`src/rtl/flash_read_arbiter_if.sv`:
```
// flash_read_arbiter_if
//   Bundles the two requester ports and the Avalon-MM style flash read bus
//   that the flash read arbiter sits between.
//
//   Requester side : req0/addr0 (audio playback), req1/addr1 (auxiliary),
//                    done0/done1 completion pulses, shared rdata/err, busy.
//   Flash side     : flash_read, flash_address, flash_byteenable (commands),
//                    flash_waitrequest, flash_readdata, flash_readdatavalid.
//
//   modport master : the arbiter itself; it masters the flash bus and
//                    answers the requesters.
//   modport slave  : everything around the arbiter (requesters plus flash).
interface flash_read_arbiter_if #(
  parameter int ADDR_W = 23,
  parameter int DATA_W = 32
);
  logic              req0;
  logic [ADDR_W-1:0] addr0;
  logic              req1;
  logic [ADDR_W-1:0] addr1;
  logic              done0;
  logic              done1;
  logic [DATA_W-1:0] rdata;
  logic              err;
  logic              busy;
  logic              flash_read;
  logic [ADDR_W-1:0] flash_address;
  logic [3:0]        flash_byteenable;
  logic              flash_waitrequest;
  logic [DATA_W-1:0] flash_readdata;
  logic              flash_readdatavalid;

  modport master (
    input  req0, addr0, req1, addr1,
    input  flash_waitrequest, flash_readdata, flash_readdatavalid,
    output done0, done1, rdata, err, busy,
    output flash_read, flash_address, flash_byteenable
  );

  modport slave (
    output req0, addr0, req1, addr1,
    output flash_waitrequest, flash_readdata, flash_readdatavalid,
    input  done0, done1, rdata, err, busy,
    input  flash_read, flash_address, flash_byteenable
  );
endinterface

```
`src/rtl/flash_read_arbiter.sv`:
```
// flash_read_arbiter
//   Shares one external flash between two read requesters. Grants are
//   round-robin, only one read is in flight at a time, and a read that
//   never returns data is aborted after TIMEOUT_CYCLES with err set.
//
//   Ports:
//     clk    - system clock
//     reset  - synchronous, active-high reset
//     bus    - flash_read_arbiter_if.master (requester ports + flash bus)
//
//   Parameters:
//     ADDR_W         - flash word-address width
//     DATA_W         - flash data width
//     TIMEOUT_CYCLES - cycles from ISSUE entry until a hung read is aborted
//                      (2 .. 65535)
module flash_read_arbiter #(
  parameter int ADDR_W         = 23,
  parameter int DATA_W         = 32,
  parameter int TIMEOUT_CYCLES = 255
) (
  input  logic                 clk,
  input  logic                 reset,
  flash_read_arbiter_if.master bus
);

  typedef enum logic [1:0] {
    IDLE,
    ISSUE,
    WAIT_DATA,
    DONE
  } state_t;

  // The counter value seen in the cycle just before it would reach
  // TIMEOUT_CYCLES; acting on it there lands DONE on the timeout cycle.
  localparam logic [15:0] TO_LAST = 16'(TIMEOUT_CYCLES - 1);

  state_t            state_q;
  logic              lastGrant_q;
  logic              port_q;
  logic [ADDR_W-1:0] addr_q;
  logic [15:0]       cnt_q;
  logic              read_q;
  logic              done0_q;
  logic              done1_q;
  logic              err_q;
  logic              busy_q;
  logic [DATA_W-1:0] rdata_q;

  logic grant1;
  logic timeoutHit;

  // Port 1 wins when it is the only requester, or when both request and
  // port 0 had the previous grant.
  always_comb begin
    grant1     = bus.req1 && (!bus.req0 || !lastGrant_q);
    timeoutHit = (cnt_q == TO_LAST);
  end

  always_ff @(posedge clk) begin
    if (reset) begin
      state_q     <= IDLE;
      lastGrant_q <= 1'b1;
      port_q      <= 1'b0;
      addr_q      <= '0;
      cnt_q       <= '0;
      read_q      <= 1'b0;
      done0_q     <= 1'b0;
      done1_q     <= 1'b0;
      err_q       <= 1'b0;
      busy_q      <= 1'b0;
      rdata_q     <= '0;
    end else begin
      done0_q <= 1'b0;
      done1_q <= 1'b0;
      err_q   <= 1'b0;
      case (state_q)
        IDLE: begin
          if (bus.req0 || bus.req1) begin
            port_q      <= grant1;
            lastGrant_q <= grant1;
            addr_q      <= grant1 ? bus.addr1 : bus.addr0;
            cnt_q       <= '0;
            read_q      <= 1'b1;
            busy_q      <= 1'b1;
            state_q     <= ISSUE;
          end
        end
        ISSUE: begin
          cnt_q <= cnt_q + 16'd1;
          if (timeoutHit) begin
            read_q  <= 1'b0;
            rdata_q <= '0;
            err_q   <= 1'b1;
            done0_q <= !port_q;
            done1_q <= port_q;
            state_q <= DONE;
          end else if (!bus.flash_waitrequest) begin
            read_q  <= 1'b0;
            state_q <= WAIT_DATA;
          end
        end
        WAIT_DATA: begin
          cnt_q <= cnt_q + 16'd1;
          // Data that arrives on the timeout cycle is still a good read.
          if (bus.flash_readdatavalid) begin
            rdata_q <= bus.flash_readdata;
            done0_q <= !port_q;
            done1_q <= port_q;
            state_q <= DONE;
          end else if (timeoutHit) begin
            rdata_q <= '0;
            err_q   <= 1'b1;
            done0_q <= !port_q;
            done1_q <= port_q;
            state_q <= DONE;
          end
        end
        DONE: begin
          busy_q  <= 1'b0;
          state_q <= IDLE;
        end
        default: begin
          read_q  <= 1'b0;
          busy_q  <= 1'b0;
          state_q <= IDLE;
        end
      endcase
    end
  end

  assign bus.done0            = done0_q;
  assign bus.done1            = done1_q;
  assign bus.rdata            = rdata_q;
  assign bus.err              = err_q;
  assign bus.busy             = busy_q;
  assign bus.flash_read       = read_q;
  assign bus.flash_address    = addr_q;
  assign bus.flash_byteenable = 4'b1111;

endmodule

```
`src/flat_wrapper.sv`:
```
// flat-port wrapper written by rule: the top's interface ports become plain ports
module flash_read_arbiter_flat 
#(
  parameter int ADDR_W         = 23,
  parameter int DATA_W         = 32,
  parameter int TIMEOUT_CYCLES = 255
)
  (clk, reset, bus_req0, bus_addr0, bus_req1, bus_addr1, bus_flash_waitrequest, bus_flash_readdata, bus_flash_readdatavalid, bus_done0, bus_done1, bus_rdata, bus_err, bus_busy, bus_flash_read, bus_flash_address, bus_flash_byteenable);
  flash_read_arbiter_if #(.ADDR_W(ADDR_W), .DATA_W(DATA_W)) bus_i ();
  input  logic clk;
  input  logic reset;
  input wire logic [$bits(bus_i.req0)-1:0] bus_req0;
  input wire logic [$bits(bus_i.addr0)-1:0] bus_addr0;
  input wire logic [$bits(bus_i.req1)-1:0] bus_req1;
  input wire logic [$bits(bus_i.addr1)-1:0] bus_addr1;
  input wire logic [$bits(bus_i.flash_waitrequest)-1:0] bus_flash_waitrequest;
  input wire logic [$bits(bus_i.flash_readdata)-1:0] bus_flash_readdata;
  input wire logic [$bits(bus_i.flash_readdatavalid)-1:0] bus_flash_readdatavalid;
  output wire logic [$bits(bus_i.done0)-1:0] bus_done0;
  output wire logic [$bits(bus_i.done1)-1:0] bus_done1;
  output wire logic [$bits(bus_i.rdata)-1:0] bus_rdata;
  output wire logic [$bits(bus_i.err)-1:0] bus_err;
  output wire logic [$bits(bus_i.busy)-1:0] bus_busy;
  output wire logic [$bits(bus_i.flash_read)-1:0] bus_flash_read;
  output wire logic [$bits(bus_i.flash_address)-1:0] bus_flash_address;
  output wire logic [$bits(bus_i.flash_byteenable)-1:0] bus_flash_byteenable;
  assign bus_i.req0 = bus_req0;
  assign bus_i.addr0 = bus_addr0;
  assign bus_i.req1 = bus_req1;
  assign bus_i.addr1 = bus_addr1;
  assign bus_i.flash_waitrequest = bus_flash_waitrequest;
  assign bus_i.flash_readdata = bus_flash_readdata;
  assign bus_i.flash_readdatavalid = bus_flash_readdatavalid;
  assign bus_done0 = bus_i.done0;
  assign bus_done1 = bus_i.done1;
  assign bus_rdata = bus_i.rdata;
  assign bus_err = bus_i.err;
  assign bus_busy = bus_i.busy;
  assign bus_flash_read = bus_i.flash_read;
  assign bus_flash_address = bus_i.flash_address;
  assign bus_flash_byteenable = bus_i.flash_byteenable;
  flash_read_arbiter #(.ADDR_W(ADDR_W), .DATA_W(DATA_W), .TIMEOUT_CYCLES(TIMEOUT_CYCLES)) u_core (.clk(clk), .reset(reset), .bus(bus_i));
endmodule
```
`config.mk`:
```
export PLATFORM = sky130hd
export DESIGN_NAME = flash_read_arbiter_flat
export DESIGN_NICKNAME = d
export VERILOG_FILES = /design/src/rtl/flash_read_arbiter_if.sv /design/src/rtl/flash_read_arbiter.sv /design/src/flat_wrapper.sv
export SDC_FILE = /design/constraint.sdc
export NUM_CORES = 1
export LEC_CHECK = 0
export CORE_MARGIN = 1.5
export CORE_UTILIZATION = 37
export DETAILED_ROUTE_END_ITERATION = 7
export PLACE_DENSITY = 0.8
export SLEW_MARGIN = 20
export SYNTH_ARGS = -nofsm -noshare
export SYNTH_HDL_FRONTEND = slang
export SYNTH_SLANG_ARGS = --single-unit
```
`constraint.sdc`:
```
create_clock -name clk -period 2.3 [get_ports clk]
set_clock_uncertainty 0.2 [all_clocks]
set_input_delay 0.46 -clock clk [delete_from_list [all_inputs] [get_ports clk]]
set_output_delay 0.46 -clock clk [all_outputs]
set_load 0.02 [all_outputs]
```
==> results of run 1 <==
-- critical path, cell delays in order, from the launching register on --
cell and delay, ns:
dfxtp_1 0.35, inv_1 0.08, ha_2 0.39, o21ai_1 0.11
or3_4 0.36, buf_4 0.16, or3_1 0.35, a21oi_1 0.14
-- final timing paths --
path | endpoint | depth (start not counted) | from
hold reg to reg | u_core.bus.done0 | 1 | u_core.port_q
setup reg to reg | u_core.cnt_q[10] | 7 | u_core.state_q[1]
hold / removal | u_core.bus.done0 | 1 | u_core.port_q
setup / recovery | u_core.cnt_q[10] | 7 | u_core.state_q[1]
-- layer usage --
layer  track usage [%]  vias up
li1                  -     1525
met1              21.4     1467
met2              33.4       82
met3              3.88       13
met4              9.25        0
met5                 0        -
-- Yosys cell counts (all sizes together) --
master,instances
nor4bb,1
a22oi,1
o211a,1
mux2i,25
o31ai,4
nand2,10
nor2,36
a31o,1
a211oi,24
conb,1
a21boi,1
nand4,5
and4,3
or4,3
a21oi,17
inv,9
ha,7
a22o,32
buf,10
xor2,4
nor3,4
xnor2,2
clkbuf,16
or3b,1
nor3b,2
nor4,1
dfxtp,80
and2,1
o21a,1
nand3,4
and3,3
nor4b,2
or3,7
o21ai,14
-- flip-flops by register name (all words and copies together) (netlist names) --
signal / cells
u_core.port_q: 1
u_core.bus.rdata: 32
u_core.bus.flash_read: 1
u_core.lastGrant_q: 1
u_core.bus.busy: 1
u_core.state_q: 2
u_core.cnt_q: 16
u_core.bus.err: 1
u_core.bus.done0: 1
u_core.bus.done1: 1
u_core.bus.flash_address: 23
-- power breakdown --
part / internal [W] / switching (W) / total, W / leakage, nW
sequential: 0.00162 / 0.000127 / 0.00175 / 0.652
clock: 0.000535 / 0.000531 / 0.00107 / 0.0989
combinational: 0.000966 / 0.00106 / 0.00203 / 1.19
total: 0.00312 / 0.00172 / 0.00484 / 1.94
-- repair_timing --
action	4_1_cts	5_1_grt
resized for setup	1	5
hold buffers	0	0
gates cloned	0	0
endpoints found under the setup margin	32	39
-- stage by stage --
step | setup TNS [ns] | area (µm²) | utilization, %
finish | 0 | 5160 | 59.8
global route | -0.00290 | 5160 | 59.8
CTS | 0 | 5140 | 59.5
detailed placement | -10.68 | 4930 | 57.0
global placement | -7.47 | 4930 | 57.0
floorplan | 0 | 3290 | -
-- logic make-up after synthesis --
logic type	count (synthesis)
adder cells (fa/ha/maj)	7
AO/OA/AOI/OAI	96
XOR/XNOR	6
other	1
AND/OR/NAND/NOR	83
multiplexers	25
flip-flops	80
buffers and inverters	35
-- final cells by class --
type	instances	area share (%)
tap	108	2.62
inverter	9	0.654
multi-input combinational	221	30.5
sequential	80	31.0
clock buffer	10	2.66
timing repair buffer	164	31.3
clock inverter	6	1.31
==> flow_summary.toml, run 1 <==
[floorplan]
start_util_pct = 37.9
rows = 34
pin_count = 148
die_width_um = 97.1
die_height_um = 97.1
core-area_um2 = 8640
dieArea_um2 = 9430

[final_layout]
finalNetCount = 576
nFillCells = 706
final_cell_mix = "clkdlybuf4s50_1, dfxtp_1, nor2_1"
seqCellArea_um2 = 1600
final_common_cell = "clkdlybuf4s50_1"
drive_above_1_share_pct = 10.0
fin_cells = 598
syn_to_final_growth_pct = 57.6
multi_input_area_um2 = 1580
n_antenna_cell = 0

[pwr]
finalPower_w = 0.00484
pwr_density_cell_nw_per_um2 = 938
vdd.ir_drop.worst_v = 0.000477
leakagePower_nw = 1.94

[clocking]
insertion_delay_ns = 0.35
cts_sinks = 80
clock-root-buffer = "clkbuf_8"
cts_max_level = 3
cts_tree = "done"
cts_made_buffers = 9
clk_path_buf_depth = 2
post_cts_buffers = 0
clk_pin_slew_worst_paths_ns = 0.08

[synth]
yosysUniqueCellTypes = 41
synth-xor-area-share_pct = 1.60
synth_top_family_by_area = "compound AO/OA/AOI/OAI gates"
yosys.area.top_type = "dfxtp_1"
netlist_instances = 333
seq_area_frac_synth_pct = 48.9
syn_area_per_cell_um2 = 9.84
synthSimpleGateAreaFrac_pct = 13.3
netlist_area_um2 = 3280
synth_compound_area_share_pct = 21.0
synth_fa_ha_area_share_pct = 2.67
netlist.area_leader.share_pct = 48.9
ys_warn_count = 0
synthTopCellsByArea = "dfxtp_1, a22o_1, mux2i_1"
synth_seq_cells = 80
synth_mux_area_share_pct = 7.64

[drt]
met3WireLength_um = 387
drtIter0Drc = 145
drt-met1-wl_um = 3740
wl_per_cell_um = 14.8
final_antenna_net_count = 0
vias = 3087
dr_wl_met2_um = 4520
viasPerCell = 5.16
top_layer_used = "met4"
wl_um = 8850
detail_route.first_pass.iterations = 4
drc_errors = 0

[timing]
min_period_ns = 2.20
period_share_pct = 95.5
slew_headroom_pct = 50.6
maxSlewViolCount = 0
tightestPinTransition_ns = 0.739
hold-worst-slack_ns = 0.257
setup_viol = 0
setup_slack_ns = 0.103
fmax_mhz = 455
hold_viol_final = 0

[setup_path]
crit_path_start_kind = "flop"
critical_path_class = "reg2reg"
worstPathRequired_ns = 2.39
end_kind = "flop"
rrSetupSlack_ns = 0.10
cp_max_fo = 6
crit_arrival_ns = 2.29

[place]
hpwl_um = 6480
place_inst = 582
portBuffers = 143
dp_slack_ns = -0.327
place_congestion = 0.837

[global_route]
antenna_found_initial = 0
grt_max_degree = 36
grt_pass1_vias = 3156
grt_pass1_wl_um = 14500
grt.overflow.total = 0
gr-usage-all-layers_pct = 18.8

[worst_hold_path]
hold_path.class = "reg2reg"

[job]
maxCapViolations = 0

[status]
status = "finished, final reports clean"
Note: power is estimated with default switching activity, not from simulation.
==> inputs of run 2 (changes only) <==
- ABC_AREA: default -> 1
- CORE_UTILIZATION: 37 -> 39
- PLACE_DENSITY: 0.8 -> 0.81
- SKIP_CTS_REPAIR_TIMING: default -> 1
==> run 2 against run 1 <==
  * Power decreased by 1.6%
  * Synthesized cell count increased by 42%
  * Sequential power about the same
==> flow_summary.toml, run 2 <==
[global_route]
antenna_found_initial = 0
grt_pass1_vias = 3656
gr-usage-all-layers_pct = 20.5
grt.overflow.total = 0
grt_pass1_wl_um = 16600
grt_max_degree = 40

[final_layout]
multi_input_area_um2 = 1800
syn_to_final_growth_pct = 47.6
n_antenna_cell = 0
fin_cells = 731
final_common_cell = "clkdlybuf4s50_1"
seqCellArea_um2 = 1600
largest_reg_flops = 32
final_cell_mix = "clkdlybuf4s50_1, dfxtp_1, nand2_1"
nFillCells = 822
drive_above_1_share_pct = 11.3
finalNetCount = 706

[synth]
netlist_instances = 474
ys_warn_count = 0
synth_seq_cells = 80
syn_area_per_cell_um2 = 7.75
synth_flop_cell = "dfxtp_1"
yosysMostFrequentCell = "dfxtp_1"
netlist.area_leader.share_pct = 43.6
netlist_top_cells_count = "dfxtp_1, nand2_1, nand3_1"
synthTopCellsByArea = "dfxtp_1, nand3_1, nand2_1"
netlist_area_um2 = 3670
yosysUniqueCellTypes = 35
yosys.area.top_type = "dfxtp_1"
seq_area_frac_synth_pct = 43.6
async_flop_share_pct = 0
synth_edf_count = 0

[timing]
setup_viol = 0
rsz0062_at_grt = "false"
maxSlewViolCount = 0
tightestPinTransition_ns = 0.741
fmax_mhz = 477
min_period_ns = 2.10
period_share_pct = 91.2
setup_tns_ns = 0
hold_viol_final = 0
slew_headroom_pct = 50.6

[clocking]
cts_max_level = 3
insertion_delay_ns = 0.35
clk_path_buf_depth = 2
cts_made_buffers = 9
cts_tree = "done"
clock-root-buffer = "clkbuf_8"
clk_pin_slew_worst_paths_ns = 0.10
cts_sinks = 80

[drt]
vias = 3811
final_antenna_net_count = 0
drc_errors = 0
wl_um = 10300
detail_route.first_pass.iterations = 4
wl_per_cell_um = 14.0
viasPerCell = 5.21
drtIter0Drc = 138

[setup_path]
crit_family = "simple AND/OR/NAND/NOR gates"
path_common_cell = "inv_2"
worstPathRequired_ns = 2.33
crit_arrival_ns = 2.12
crit_slowest_cell = "ha_1"
crit_path_start_kind = "flop"
cp_num_cells = 7
timing.rr.start = "u_core.state_q[0]"
path_buf_inv = 3
r2r-end = "u_core.bus.rdata[26]"
rrSetupSlack_ns = 0.20
worstSetupEndpoint = "u_core.bus.rdata[26]"
path_cells = "inv_1, ha_1, inv_2, nor2_4, inv_2, nand2_4, o21ai_0"
crit_path_start = "u_core.state_q[0]"
max_stage_delay_ns = 0.45
critical_path_class = "reg2reg"
reg2reg_depth = 7
end_kind = "flop"
cp_max_fo = 24

[floorplan]
dieArea_um2 = 10000
pin_count = 148
core-area_um2 = 9200
die_height_um = 100
rows = 35
start_util_pct = 39.9
die_width_um = 100

[pwr]
clock_power_share_pct = 22.9
p_int_w = 0.00294
pwr_density_cell_nw_per_um2 = 879
switching_share_pct = 38.3
power_frac_seq_pct = 36.6
finalPower_w = 0.00477
switching_power_w = 0.00183
p_comb_share_pct = 40.4
leakagePower_nw = 2.03
vdd.ir_drop.worst_v = 0.000454

[place]
hpwl_um = 7470
portBuffers = 143
place_congestion = 0.850
place_inst = 715

[worst_hold_path]
hold_path.class = "reg2reg"

[status]
status = "finished, final reports clean"

[job]
maxCapViolations = 0
run 2: changes by cell type after synthesis, moves of 23 or more:
cell,before,now
o21ai_0,13,37
nand3_1,4,67
mux2i_1,25,0
a22o_1,32,0
a211oi_1,24,1
nand2_1,10,70
run 2: worst reg2reg max path, stage by stage (launching register included):
cell     delay, ns
dfxtp_1       0.39
inv_1         0.10
ha_1          0.45
inv_2         0.13
nor2_4        0.15
inv_2         0.10
nand2_4       0.31
o21ai_0       0.14
run 2: metal layers:
| metal | part of all wire [%] | global-route usage (%) | wire (µm) |
|---|---|---|---|
| met2 | 48 | 34.3 | 4890 |
| met1 | 42 | 25.3 | 4310 |
| met3 | 7.7 | 4.60 | 792 |
| met4 | 2.6 | 8.88 | 269 |
| met5 | 0 | 0 | 0 |
run 2: how the worst min path moves through the flow:
stage | from | endpoint | slack, ns | cells after the start
5_1_grt | u_core.bus.rdata[13] | u_core.bus.rdata[13] | 0.31 | 2
6_report | u_core.bus.rdata[8] | u_core.bus.rdata[8] | 0.28 | 2
3_3_place_gp | u_core.bus.flash_address[17] | u_core.bus.flash_address[17] | 0.26 | 2
4_1_cts | u_core.bus.rdata[8] | u_core.bus.rdata[8] | 0.29 | 2
3_5_place_dp | u_core.cnt_q[2] | u_core.cnt_q[2] | 0.27 | 1
2_1_floorplan | u_core.port_q | u_core.bus.done1 | 0.24 | 2
run 2: stage by stage:
| step | hold slack [ns] | utilization, % | cell area, µm² | setup WS, ns |
|---|---|---|---|---|
| global route | 0.307 | 59.0 | 5420 | 0.0296 |
| floorplan | 0.235 | - | 3680 | 0.448 |
| detailed placement | 0.270 | 56.7 | 5220 | -0.00246 |
| CTS | 0.289 | 59.0 | 5420 | 0.164 |
| global placement | 0.263 | 56.7 | 5220 | 0.0795 |
| finish | 0.284 | 59.0 | 5420 | 0.202 |
run 2: kinds of logic after synthesis:
logic type / Yosys count / synth area share, %
AOI/OAI and AO/OA: 110 / 19.1
and+or+nand+nor: 212 / 26.9
buffers and inverters: 64 / 7.83
other: 1 / 0.102
adders and majority gates: 7 / 2.38
DFF: 80 / 43.6
run 2: power by group through the flow:
stage / clock network (W) / logic, W / registers (W)
4_1_cts: 0.00112 / 0.00194 / 0.00175
2_1_floorplan: 0 / 0.000923 / 0.00198
6_report: 0.00109 / 0.00193 / 0.00175
3_3_place_gp: 0 / 0.00189 / 0.00177
5_1_grt: 0.00117 / 0.00211 / 0.00177
3_5_place_dp: 0 / 0.00193 / 0.00177
run 2: cell type report:
cell class | count | share of cell area, %
well taps | 111 | 2.56
clock buffers | 9 | 2.28
clock inverters | 7 | 1.57
repair buffers | 154 | 28.4
inverters | 37 | 2.58
flip-flops and latches | 80 | 29.5
multi-input cells | 333 | 33.1
